### src/rtl/tick_gen.sv
// Programmable tick strobe generator: periodic or one-shot, with reload, enable gating and event count.
// Optional one-shot mode is built only when TICK_GEN_ONESHOT_EN is defined; otherwise the block is always periodic.
module tick_gen #(
  parameter int CNT_W      = 25,
  parameter int DEF_PERIOD = 25_000_000,
  parameter int EVT_W      = 8
) (
  input  logic             sys_clk,
  input  logic             sys_rst,
  input  logic             en,
  input  logic             period_ld,
  input  logic [CNT_W-1:0] period_in,
  input  logic             oneshot,
  input  logic             start,
  output logic             tick,
  output logic             busy,
  output logic [CNT_W-1:0] cnt_val,
  output logic [EVT_W-1:0] evt_cnt
);

  logic [CNT_W-1:0] period_q, period_d;
  logic [CNT_W-1:0] cnt_q, cnt_d;
  logic             tick_q, tick_d;
  logic [EVT_W-1:0] evt_q, evt_d;
  logic [CNT_W-1:0] last_cnt;
  logic             at_end;

  // A zero period behaves like a period of one, so the terminal count never underflows.
  assign last_cnt = (period_q == '0) ? '0 : period_q - CNT_W'(1);
  assign at_end   = (cnt_q == last_cnt);

`ifdef TICK_GEN_ONESHOT_EN
  typedef enum logic {S_IDLE, S_ARMED} state_t;
  state_t state_q, state_d;
  logic   mode_q;

  always_ff @(posedge sys_clk or posedge sys_rst) begin
    if (sys_rst) begin
      state_q <= S_IDLE;
      mode_q  <= 1'b0;
    end else begin
      state_q <= state_d;
      mode_q  <= oneshot;
    end
  end

  assign busy = (state_q == S_ARMED);
`else
  logic unused_oneshot_in;
  assign unused_oneshot_in = oneshot ^ start;
  assign busy = 1'b0;
`endif

  always_comb begin
    period_d = period_q;
    cnt_d    = cnt_q;
    tick_d   = 1'b0;
    evt_d    = evt_q;
`ifdef TICK_GEN_ONESHOT_EN
    state_d  = state_q;
`endif
    if (period_ld) begin
      period_d = period_in;
      cnt_d    = '0;
`ifdef TICK_GEN_ONESHOT_EN
      state_d  = S_IDLE;
    end else if (oneshot != mode_q) begin
      cnt_d   = '0;
      state_d = S_IDLE;
    end else if (oneshot) begin
      // Start wins over counting, so a start while armed retriggers without a tick.
      if (start) begin
        cnt_d   = '0;
        state_d = S_ARMED;
      end else if (en && state_q == S_ARMED) begin
        if (at_end) begin
          cnt_d   = '0;
          tick_d  = 1'b1;
          state_d = S_IDLE;
        end else begin
          cnt_d = cnt_q + CNT_W'(1);
        end
      end
`endif
    end else if (en) begin
      if (at_end) begin
        cnt_d  = '0;
        tick_d = 1'b1;
      end else begin
        cnt_d = cnt_q + CNT_W'(1);
      end
    end
    if (tick_d) begin
      evt_d = evt_q + EVT_W'(1);
    end
  end

  always_ff @(posedge sys_clk or posedge sys_rst) begin
    if (sys_rst) begin
      period_q <= CNT_W'(DEF_PERIOD);
      cnt_q    <= '0;
      tick_q   <= 1'b0;
      evt_q    <= '0;
    end else begin
      period_q <= period_d;
      cnt_q    <= cnt_d;
      tick_q   <= tick_d;
      evt_q    <= evt_d;
    end
  end

  assign tick    = tick_q;
  assign cnt_val = cnt_q;
  assign evt_cnt = evt_q;

endmodule
### config.mk
export PLATFORM = sky130hd
export DESIGN_NAME = tick_gen
export DESIGN_NICKNAME = d
export VERILOG_FILES = /design/src/rtl/tick_gen.sv
export SDC_FILE = /design/constraint.sdc
export NUM_CORES = 1
export LEC_CHECK = 0
export CORE_MARGIN = 2
export CORE_UTILIZATION = 55
export CTS_CLUSTER_SIZE = 14
export DETAILED_ROUTE_END_ITERATION = 16
export PLACE_DENSITY = 0.78
export SYNTH_ARGS = -nofsm -noshare
export SYNTH_HDL_FRONTEND = slang
export SYNTH_SLANG_ARGS = --single-unit
### constraint.sdc
create_clock -name sys_clk -period 3.6 [get_ports sys_clk]
set_input_delay 0.72 -clock sys_clk [delete_from_list [all_inputs] [get_ports sys_clk]]
set_output_delay 0.72 -clock sys_clk [all_outputs]
set_load 0.05 [all_outputs]
==> run metrics <==
Critical Path RT 3.81 ns; H-Tree Depth 3; overall routing resource usage 29.81%; largest net degree at the start of global routing 53; post-CTS resize count 0; post-DR wirelength/cell 18.71 um; skew final 0.01077 ns; Final Net Count 553; hold path cells 1; multi-input logic area 2521 um2; Clock transition at path regs 0.07 ns; crit path to cnt_val[16]$_DFFE_PP0P_; vias in the first global route 3,798; Yosys cell types 69; placed cell area 5057 um2; final wirelength 11,660 um; CTS root buf clkbuf_8; Ant. Diodes 0; Finish-stage setup viols 0; Final GP Congestion 0.9261; critical path type flop to flop; Slew HR 27.94%; share of layout cells above drive strength 1 22.71%; r2r endpoint cnt_val[16]$_DFFE_PP0P_; global-route wire length before repair 19,380 um; num ports 66; Initial Utilization 57.40%; Die Wd 91.23 um; Pre-Repair DR Iteration Count 5; Layout Area Growth over Synthesis 26.28%; RR Startpoint period_q[0]$_DFFE_PP0P_; Num CTS Buffers 9; clock latency on the worst-skew pair 0.35 ns; final antenna-violating net count 0; number of synthesized flops with an enable pin 0; Period Utilization, post-route 91.82%; fillers 584; HPWL Detailed 8638 um; worst-margin pin slew 1.081 ns; Worst R2R Setup Slack 0.29 ns; Primary FF master, synth dfrtp_1; core area 7292 um2; Syn Nets 472; dominant cell type by area after synthesis dfrtp_1; Max-cap violations 0; vias per cell 6.108; Yosys top cell area share 28.10%; Row Count 31; Final Non-Filler Cells 623; Cells after Synth 438; Register-to-Register Path Depth 15; initial antenna violation count 0; residual DRC count 0; die area 8323 um2; die height 91.23 um; placed cells 607; Hold WC Path Type flop to flop; crit path launch type flop; GRT overflow 0; Syn Area/Cell 9.555 um2; setup TNS 0 ns; Hold-fix buffers, CTS 0; largest cells by area after synthesis dfrtp_1 28%, dfstp_2 7.5%, xor2_1 7.1%, mux2_2 5.9%, xnor2_1 3.3%; number of port buffers 62; synthesized flop and latch total 59; Max Fclk 302.5 MHz; Critical Path Source period_q[0]$_DFFE_PP0P_; Post-CTS Repair Setup Buffers 0; Reg area 1491 um2; min Tclk post-route 3.306 ns; final hold vios 0; via count 3,805; CTS tree done; 1st-iter DRT viols 242; Final Max Slew Viols 0; sequential fraction of the synthesis area 35.64%; Synth Warn # 0; VDD IR max 0.0002223 V; outcome completed; mapped cell area 4185 um2; unrepaired setup endpoints after global routing no; Final Cell Area 5285 um2; CTS max path bufs 2; PD cells 337.7 nW/um2; CP arrival 3.51 ns; critical-path maximum fanout 16; clock sink count 59; Async S/R FF share, synth 100.0%; Leak 2.131 nW; Critical Path Sink Type flop
final cells by class:
cell class | count | share of cell area, %
flip-flops and latches | 59 | 28.22
clock inverters | 4 | 1.373
clock buffers | 12 | 2.936
multi-input cells | 343 | 47.70
inverters | 10 | 0.7102
well taps | 99 | 2.344
repair buffers | 96 | 16.71
synth_stat cells (2+ instances only):
| cell type | count |
|---|---|
| or3_1 | 7 |
| nor2_1 | 32 |
| o31ai_1 | 3 |
| mux2i_1 | 3 |
| or4_1 | 3 |
| o2111a_1 | 2 |
| xnor2_1 | 16 |
| a221oi_1 | 4 |
| nand3_1 | 16 |
| buf_2 | 2 |
| nand2b_1 | 4 |
| o31a_1 | 4 |
| a211oi_1 | 3 |
| or2_1 | 2 |
| nor3_2 | 10 |
| clkbuf_1 | 17 |
| dfstp_2 | 12 |
| nand2_1 | 33 |
| a21oi_1 | 9 |
| and3_1 | 8 |
| nand4_1 | 17 |
| nor4_4 | 6 |
| a32o_1 | 4 |
| or2_2 | 2 |
| nor4_2 | 2 |
| xor2_1 | 34 |
| inv_1 | 10 |
| ha_1 | 3 |
| nor4b_1 | 4 |
| o21ai_0 | 19 |
| dfrtp_1 | 47 |
| o211ai_1 | 2 |
| nor3_1 | 26 |
| buf_6 | 4 |
| o21a_1 | 2 |
| nor4_1 | 10 |
| mux2_2 | 22 |
| o41ai_1 | 2 |
| nand4_4 | 2 |
worst min path at each step:
stage	from	end	slack, ns
4_1_cts	evt_cnt[7]$_DFFE_PP0P_	evt_cnt[7]$_DFFE_PP0P_	0.47
6_report	evt_cnt[7]$_DFFE_PP0P_	evt_cnt[7]$_DFFE_PP0P_	0.47
3_5_place_dp	evt_cnt[7]$_DFFE_PP0P_	evt_cnt[7]$_DFFE_PP0P_	0.46
5_1_grt	evt_cnt[7]$_DFFE_PP0P_	evt_cnt[7]$_DFFE_PP0P_	0.49
3_3_place_gp	evt_cnt[7]$_DFFE_PP0P_	evt_cnt[7]$_DFFE_PP0P_	0.46
2_1_floorplan	period_q[22]$_DFFE_PP1P_	period_q[22]$_DFFE_PP1P_	0.53
kinds of logic (layout without fill, tap and decap cells):
family	Yosys count	count (layout)	share of synthesized area, %
simple gates	198	198	30.61
compound gates	65	65	11.27
flops	59	59	35.64
xor+xnor	50	50	10.46
buf+inv	36	122	4.125
mux	26	26	6.906
fa+ha+maj	3	3	0.8970
other cells	1	1	0.08960
sequential cells by signal, summed over array words and instances (netlist names):
register and flops:
tick 1, evt_cnt 8, period_q 25, cnt_val 25
routing by layer:
metal	up-vias	GRT usage [%]	wire, um	part of all wire (%)
li1	1778	-	-	-
met4	0	11.62	333	2.9
met5	-	0	0	0
met2	166	49.14	5537	47
met1	1824	38.56	4995	43
met3	37	6.058	792	6.8
layout by cell type (no fill, tap or decap), types with 3 or more instances in the layout:
cell type and instances:
nand2b_1 4, a221oi_1 4, nand2_1 33, o31a_1 4, xor2_1 34, a21oi_1 9
o31ai_1 3, or4_1 3, a211oi_1 3, or3_1 7, mux2i_1 3, nor3_1 26
dfrtp_1 47, clkdlybuf4s50_1 61, dfstp_2 12, nand3_1 16, nor4b_1 4, nand4_1 17
nor3_2 10, ha_1 3, and3_1 8, inv_1 9, clkbuf_8 11, nor2_1 32
mux2_2 22, buf_4 33, nor4_4 6, o21ai_0 19, nor4_1 10, a32o_1 4
xnor2_1 16
critical path, stage by stage, from the launching register on:
cell and delay [ns]:
dfrtp_1 0.38, inv_1 0.08, ha_1 0.19, nor3b_4 0.29, buf_4 0.20, nand3_2 0.11, nor4_4 0.33, xor2_1 0.22
o2bb2ai_1 0.11, nor4_2 0.29, buf_4 0.17, nand4b_4 0.15, buf_4 0.18, nor3_4 0.22, buf_12 0.19, nor3_1 0.06
per-stage QoR:
stage | power, mW | hold slack, ns | setup slack [ns] | utilization (%)
after floorplan | 0.9674 | 0.5304 | 0.2710 | -
after global placement | 1.070 | 0.4569 | 0.3939 | 69.35
after detailed placement | 1.080 | 0.4576 | 0.2882 | 69.35
after CTS | 1.787 | 0.4712 | 0.2786 | 72.48
after global routing | 1.858 | 0.4884 | 0.03655 | 72.48
final | 1.785 | 0.4676 | 0.2944 | 72.48
power breakdown:
part | internal, mW | switching, mW | total (mW)
sequential | 0.704 | 0.0608 | 0.765
clock | 0.427 | 0.285 | 0.712
combinational | 0.143 | 0.164 | 0.308
Note: power is estimated with default switching activity, not from simulation.
==> patch 1 (same settings) <==
Change the parameter `CNT_W` from 25 to 50.
--- a/src/rtl/tick_gen.sv
+++ b/src/rtl/tick_gen.sv
@@ -2,5 +2,5 @@
 // Optional one-shot mode is built only when TICK_GEN_ONESHOT_EN is defined; otherwise the block is always periodic.
 module tick_gen #(
-  parameter int CNT_W      = 25,
+  parameter int CNT_W      = 50,
   parameter int DEF_PERIOD = 25_000_000,
   parameter int EVT_W      = 8
Ports: changed (resized cnt_val and period_in); port bits go from 66 to 116. No check against the original RTL was run, so the function may have changed too.
==> patch 1 against the original RTL <==
Worst setup slack worse by 0.83 ns; wire length is 150% higher; final cell count up 100%; synthesized cell count increased by 86%; count of clock-buffer cells in the layout is 2 lower; fmax fell by 20%; critical endpoint is now evt_cnt[2]; clock power is 50% higher; area after synthesis up 77%; sequential cell count is 50 higher; final area up 99%; the run now ends with setup timing left; power rose by 77%.
==> patch 1: results (changes against the original RTL) <==
Final #Nets=1142 (was 553); Worst EP arrival=4.41 ns (was 3.51 ns); total negative slack=-28.57 ns (was 0 ns); cell area after placement=9970 sq um (was 5060 sq um); RD Place Congestion=0.955 (was 0.926); Post-Synthesis Net Count=873 (was 472); Psw=0.926 mW (was 0.510 mW); pre-CTS setup slack=-0.675 ns (was 0.288 ns); clk_skew=0.00690 ns (was 0.0108 ns); violated checks=setup timing; Worst VDD drop=0.350 mV (was 0.222 mV); Vias/cell=6.46 (was 6.11); # setup viols final=59 (was 0); number of port buffers=112 (was 62); top cells by count, synth=dfrtp_1 (97), nor2_1 (90), nand2_1 (55) (was dfrtp_1 (47), xor2_1 (34), nand2_1 (33)); Lkg Pwr=4.26 nW (was 2.13 nW); dpl cells=1241 (was 607); wire per inst=22.9 um (was 18.7 um); wirelength, routed=28900 um (was 11700 um); status=finished with violations (was finished clean); crit-path max cell delay=0.60 ns (was 0.38 ns); CTS Root Cell=clkbuf_16 (was clkbuf_8); Synth area leaders=dfrtp_1 (33%), mux2_2 (7.4%), xnor2_1 (6.1%), xor2_1 (5.0%), nor2_1 (4.6%) (was dfrtp_1 (28%), dfstp_2 (7.5%), xor2_1 (7.1%), mux2_2 (5.9%), xnor2_1 (3.3%)); setup ws final=-0.540 ns (was 0.294 ns); vias in the first global route=8163 (was 3798); pin count of the biggest net entering global routing=83 (was 53)
patch 1: cell types whose count changed after synthesis, sizes merged, moves of 10 or more:
cell    unedited run  this run
mux2              23        50
or2                4        14
nor4              18        32
nor2              33        90
clkbuf            18        28
nand2             33        55
o21ai             19        31
nand3             17        44
nand4             20        33
dfrtp             47        97
and2               1        11
xnor2             16        52
patch 1: how the worst min path moves through the flow:
stage	startpoint	end	slack [ns]	cells past startpoint
3_5_place_dp	evt_cnt[5]	evt_cnt[5]	0.50	1
5_1_grt	evt_cnt[6]	evt_cnt[6]	0.54	1
4_1_cts	evt_cnt[5]	evt_cnt[5]	0.51	1
2_1_floorplan	period_q[37]	period_q[37]	0.51	1
6_report	evt_cnt[7]	evt_cnt[7]	0.52	1
3_3_place_gp	evt_cnt[7]	evt_cnt[7]	0.47	1
patch 1: worst reg2reg max path, stage by stage (launching register included):
cell	delay (ns)
dfrtp_1	0.38
or4_4	0.54
or4b_4	0.53
or4_4	0.60
o21ai_0	0.13
a221o_1	0.27
o2111ai_1	0.14
nor3_1	0.27
or4b_4	0.59
buf_8	0.18
nor3b_4	0.19
xor2_1	0.22
patch 1: timing repair:
action                     in CTS  in global routing
hold endpoints to repair        0                  0
pin swaps                      13                  8
setup endpoints to repair      59                 59
gates resized for setup        23                 15
buffers inserted                6                  1
patch 1: routing by layer:
metal | vias to the layer above | GRT usage, % | wire (um)
li1 | 3520 | - | -
met1 | 3958 | 51.2 | 10900
met2 | 590 | 67.5 | 14100
met3 | 97 | 8.84 | 2730
met4 | 0 | 16.5 | 1180
met5 | - | 0 | 0
patch 1: cells by family (layout without fill, tap and decap cells):
logic type / count (synthesis) / after routing / share of synthesized area, %
AND/OR/NAND/NOR: 377 / 377 / 28.3
AO/OA/AOI/OAI: 109 / 109 / 10.2
flip-flops: 109 / 109 / 37.0
XOR/XNOR: 95 / 95 / 11.4
multiplexers: 60 / 60 / 8.93
buffers and inverters: 60 / 333 / 3.62
adder cells (fa/ha/maj): 3 / 3 / 0.506
other: 1 / 1 / 0.0505
patch 1: layout make-up:
type                            count  area, sq um
Clock inverter                      5         68.8
Timing Repair Buffer              299         2570
Inverter                           19         73.8
Clock buffer                       10          239
Multi-Input combinational cell    645         4600
Fill cell                         791         2670
Sequential cell                   109         2740
Tap cell                          176          220
patch 1: power by group through the flow:
| stage | combinational [mW] | sequential, mW | clock, mW |
|---|---|---|---|
| global route | 0.794 | 1.35 | 1.11 |
| finish | 0.748 | 1.34 | 1.07 |
| detailed placement | 0.709 | 1.36 | 0 |
| CTS | 0.722 | 1.34 | 1.07 |
| global placement | 0.680 | 1.35 | 0 |
| floorplan | 0.319 | 1.38 | 0 |
==> patch 2 (same settings) <==
Without the edit above. Remove the register `tick_q`: a continuous assignment takes its place, so the output `tick` follows one clock earlier.
--- a/src/rtl/tick_gen.sv
+++ b/src/rtl/tick_gen.sv
@@ -100,13 +100,13 @@
       period_q <= CNT_W'(DEF_PERIOD);
       cnt_q    <= '0;
-      tick_q   <= 1'b0;
       evt_q    <= '0;
     end else begin
       period_q <= period_d;
       cnt_q    <= cnt_d;
-      tick_q   <= tick_d;
       evt_q    <= evt_d;
     end
   end
+
+  assign tick_q = tick_d;
 
   assign tick    = tick_q;
Check against the original RTL: not equivalent (Yosys sat finds a counterexample within 4 cycles, from zero or initial values and one cycle with sys_rst high).
==> patch 2 against the original RTL <==
The flow now finishes with violations (setup timing); worst setup slack lost 0.59 ns; critical path depth decreased by 3; count of clock-buffer cells in the layout did not move; power up 3.0%; die area down 0.57%; final area is 6.8% higher; sequential cell count is 1 lower; sequential power fell by 2.7%; area after synthesis fell by 0.60%; wire length increased by 5.2%; largest power group unchanged; highest routed layer unchanged.
==> patch 2: results (changes against the original RTL) <==
status=finished with violations (was finished clean); violated checks=setup timing; switching share of power=29.2% (was 28.6%); # resized after CTS=4 (was 0); Total Power=1.84 mW (was 1.78 mW); dpl hpwl=8890 um (was 8640 um); worst slew pin tran=0.661 ns (was 1.08 ns); Worst EP arrival=3.17 ns (was 3.51 ns); synthesized area per cell=9.52 sq um (was 9.56 sq um); DRT Pass-1 Iters=5 (unchanged); clock share of power=38.9% (was 39.9%); Unique masters post-synth=69 (unchanged); Lkg Pwr=2.29 nW (was 2.13 nW); vias in the first global route=3841 (was 3798); # setup viols final=1 (was 0); setup ws final=-0.291 ns (was 0.294 ns); wire per inst=19.1 um (was 18.7 um); dpl cells=617 (was 607); Worst VDD drop=0.269 mV (was 0.222 mV); pre-CTS setup slack=-0.0246 ns (was 0.288 ns); sequential element share of the synthesized area=35.2% (was 35.6%); Post-Synthesis Net Count=471 (was 472); setup bufs post-CTS=2 (was 0); DR WL met2=6040 um (was 5540 um); part of the power in registers=40.5% (was 42.9%); Synth area leaders=dfrtp_1 (28%), dfstp_2 (7.6%), xor2_1 (7.2%), mux2_2 (6.0%), xnor2_1 (3.4%) (was dfrtp_1 (28%), dfstp_2 (7.5%), xor2_1 (7.1%), mux2_2 (5.9%), xnor2_1 (3.3%)); top cells by count, synth=dfrtp_1 (46), xor2_1 (34), nand2_1 (33) (was dfrtp_1 (47), xor2_1 (34), nand2_1 (33)); antenna violations before repair=0 (unchanged); CP max stage cell=or4_4 (was dfrtp_1); Final #Nets=573 (was 553); Total GRT Usage=30.2% (was 29.8%); clk_skew=0.0121 ns (was 0.0108 ns); Vias/cell=6.16 (was 6.11); global-route wire length before repair=19800 um (was 19400 um); critical path peak fanout=3 (was 16); crit-path max cell delay=0.54 ns (was 0.38 ns); Worst Hold Launch=evt_cnt[7] (unchanged); Slew Limit Fails=0 (unchanged); post-route non-filler standard cell count=643 (was 623); RD Place Congestion=0.935 (was 0.926); CP startpoint=period_q[1] (was period_q[0]); n_diodes=0 (unchanged)
patch 2: cell count changes after synthesis, sizes merged:
cell | before | now
dfrtp | 47 | 46
patch 2: per-stage QoR:
step	setup TNS [ns]	area [sq um]
floorplan	-0.0981	4220
CTS	-0.269	5450
finish	-0.291	5640
global placement	0	5190
global route	-0.392	5640
detailed placement	-0.0246	5190
patch 2: final timing paths:
kind                                     end  slack [ns]  cells past startpoint
worst min register to register    evt_cnt[7]        0.48                      1
max in group asynchronous       period_q[12]        2.16                      3
worst max-delay path                    tick       -0.29                     12
worst min-delay path              evt_cnt[7]        0.48                      1
min in group asynchronous        period_q[5]        0.78                      2
worst max register to register    evt_cnt[1]        0.17                     13
patch 2: area by class of cell:
class                           instances  share of cell area [%]
Tap cell                               99                    2.20
Inverter                               10                   0.665
Clock buffer                           12                    2.75
Clock inverter                          4                    1.33
Timing Repair Buffer                  117                    19.1
Sequential cell                        58                    26.0
Multi-Input combinational cell        343                    47.9
patch 2: logic make-up after synthesis:
logic type / synth area share [%]
AO/OA/AOI/OAI: 11.3
XOR/XNOR: 10.5
adder cells (fa/ha/maj): 0.902
buffers and inverters: 4.15
flip-flops: 35.2
multiplexers: 6.95
other: 0.0901
AND/OR/NAND/NOR: 30.8
patch 2: worst max-delay path, delay by kind of cell (launching register included):
family,cells,cell delay [ns]
AND/OR/NAND/NOR,5,1.36
buffers and inverters,3,0.42
flip-flops,1,0.39
XOR/XNOR,1,0.27
AO/OA/AOI/OAI,2,0.23
adder cells (fa/ha/maj),1,0.14
patch 2: routing by layer:
metal	GRT usage, %	vias up
met1	38.9	1941
li1	-	1826
met2	51.2	160
met3	4.40	31
met5	0	-
met4	12.2	0
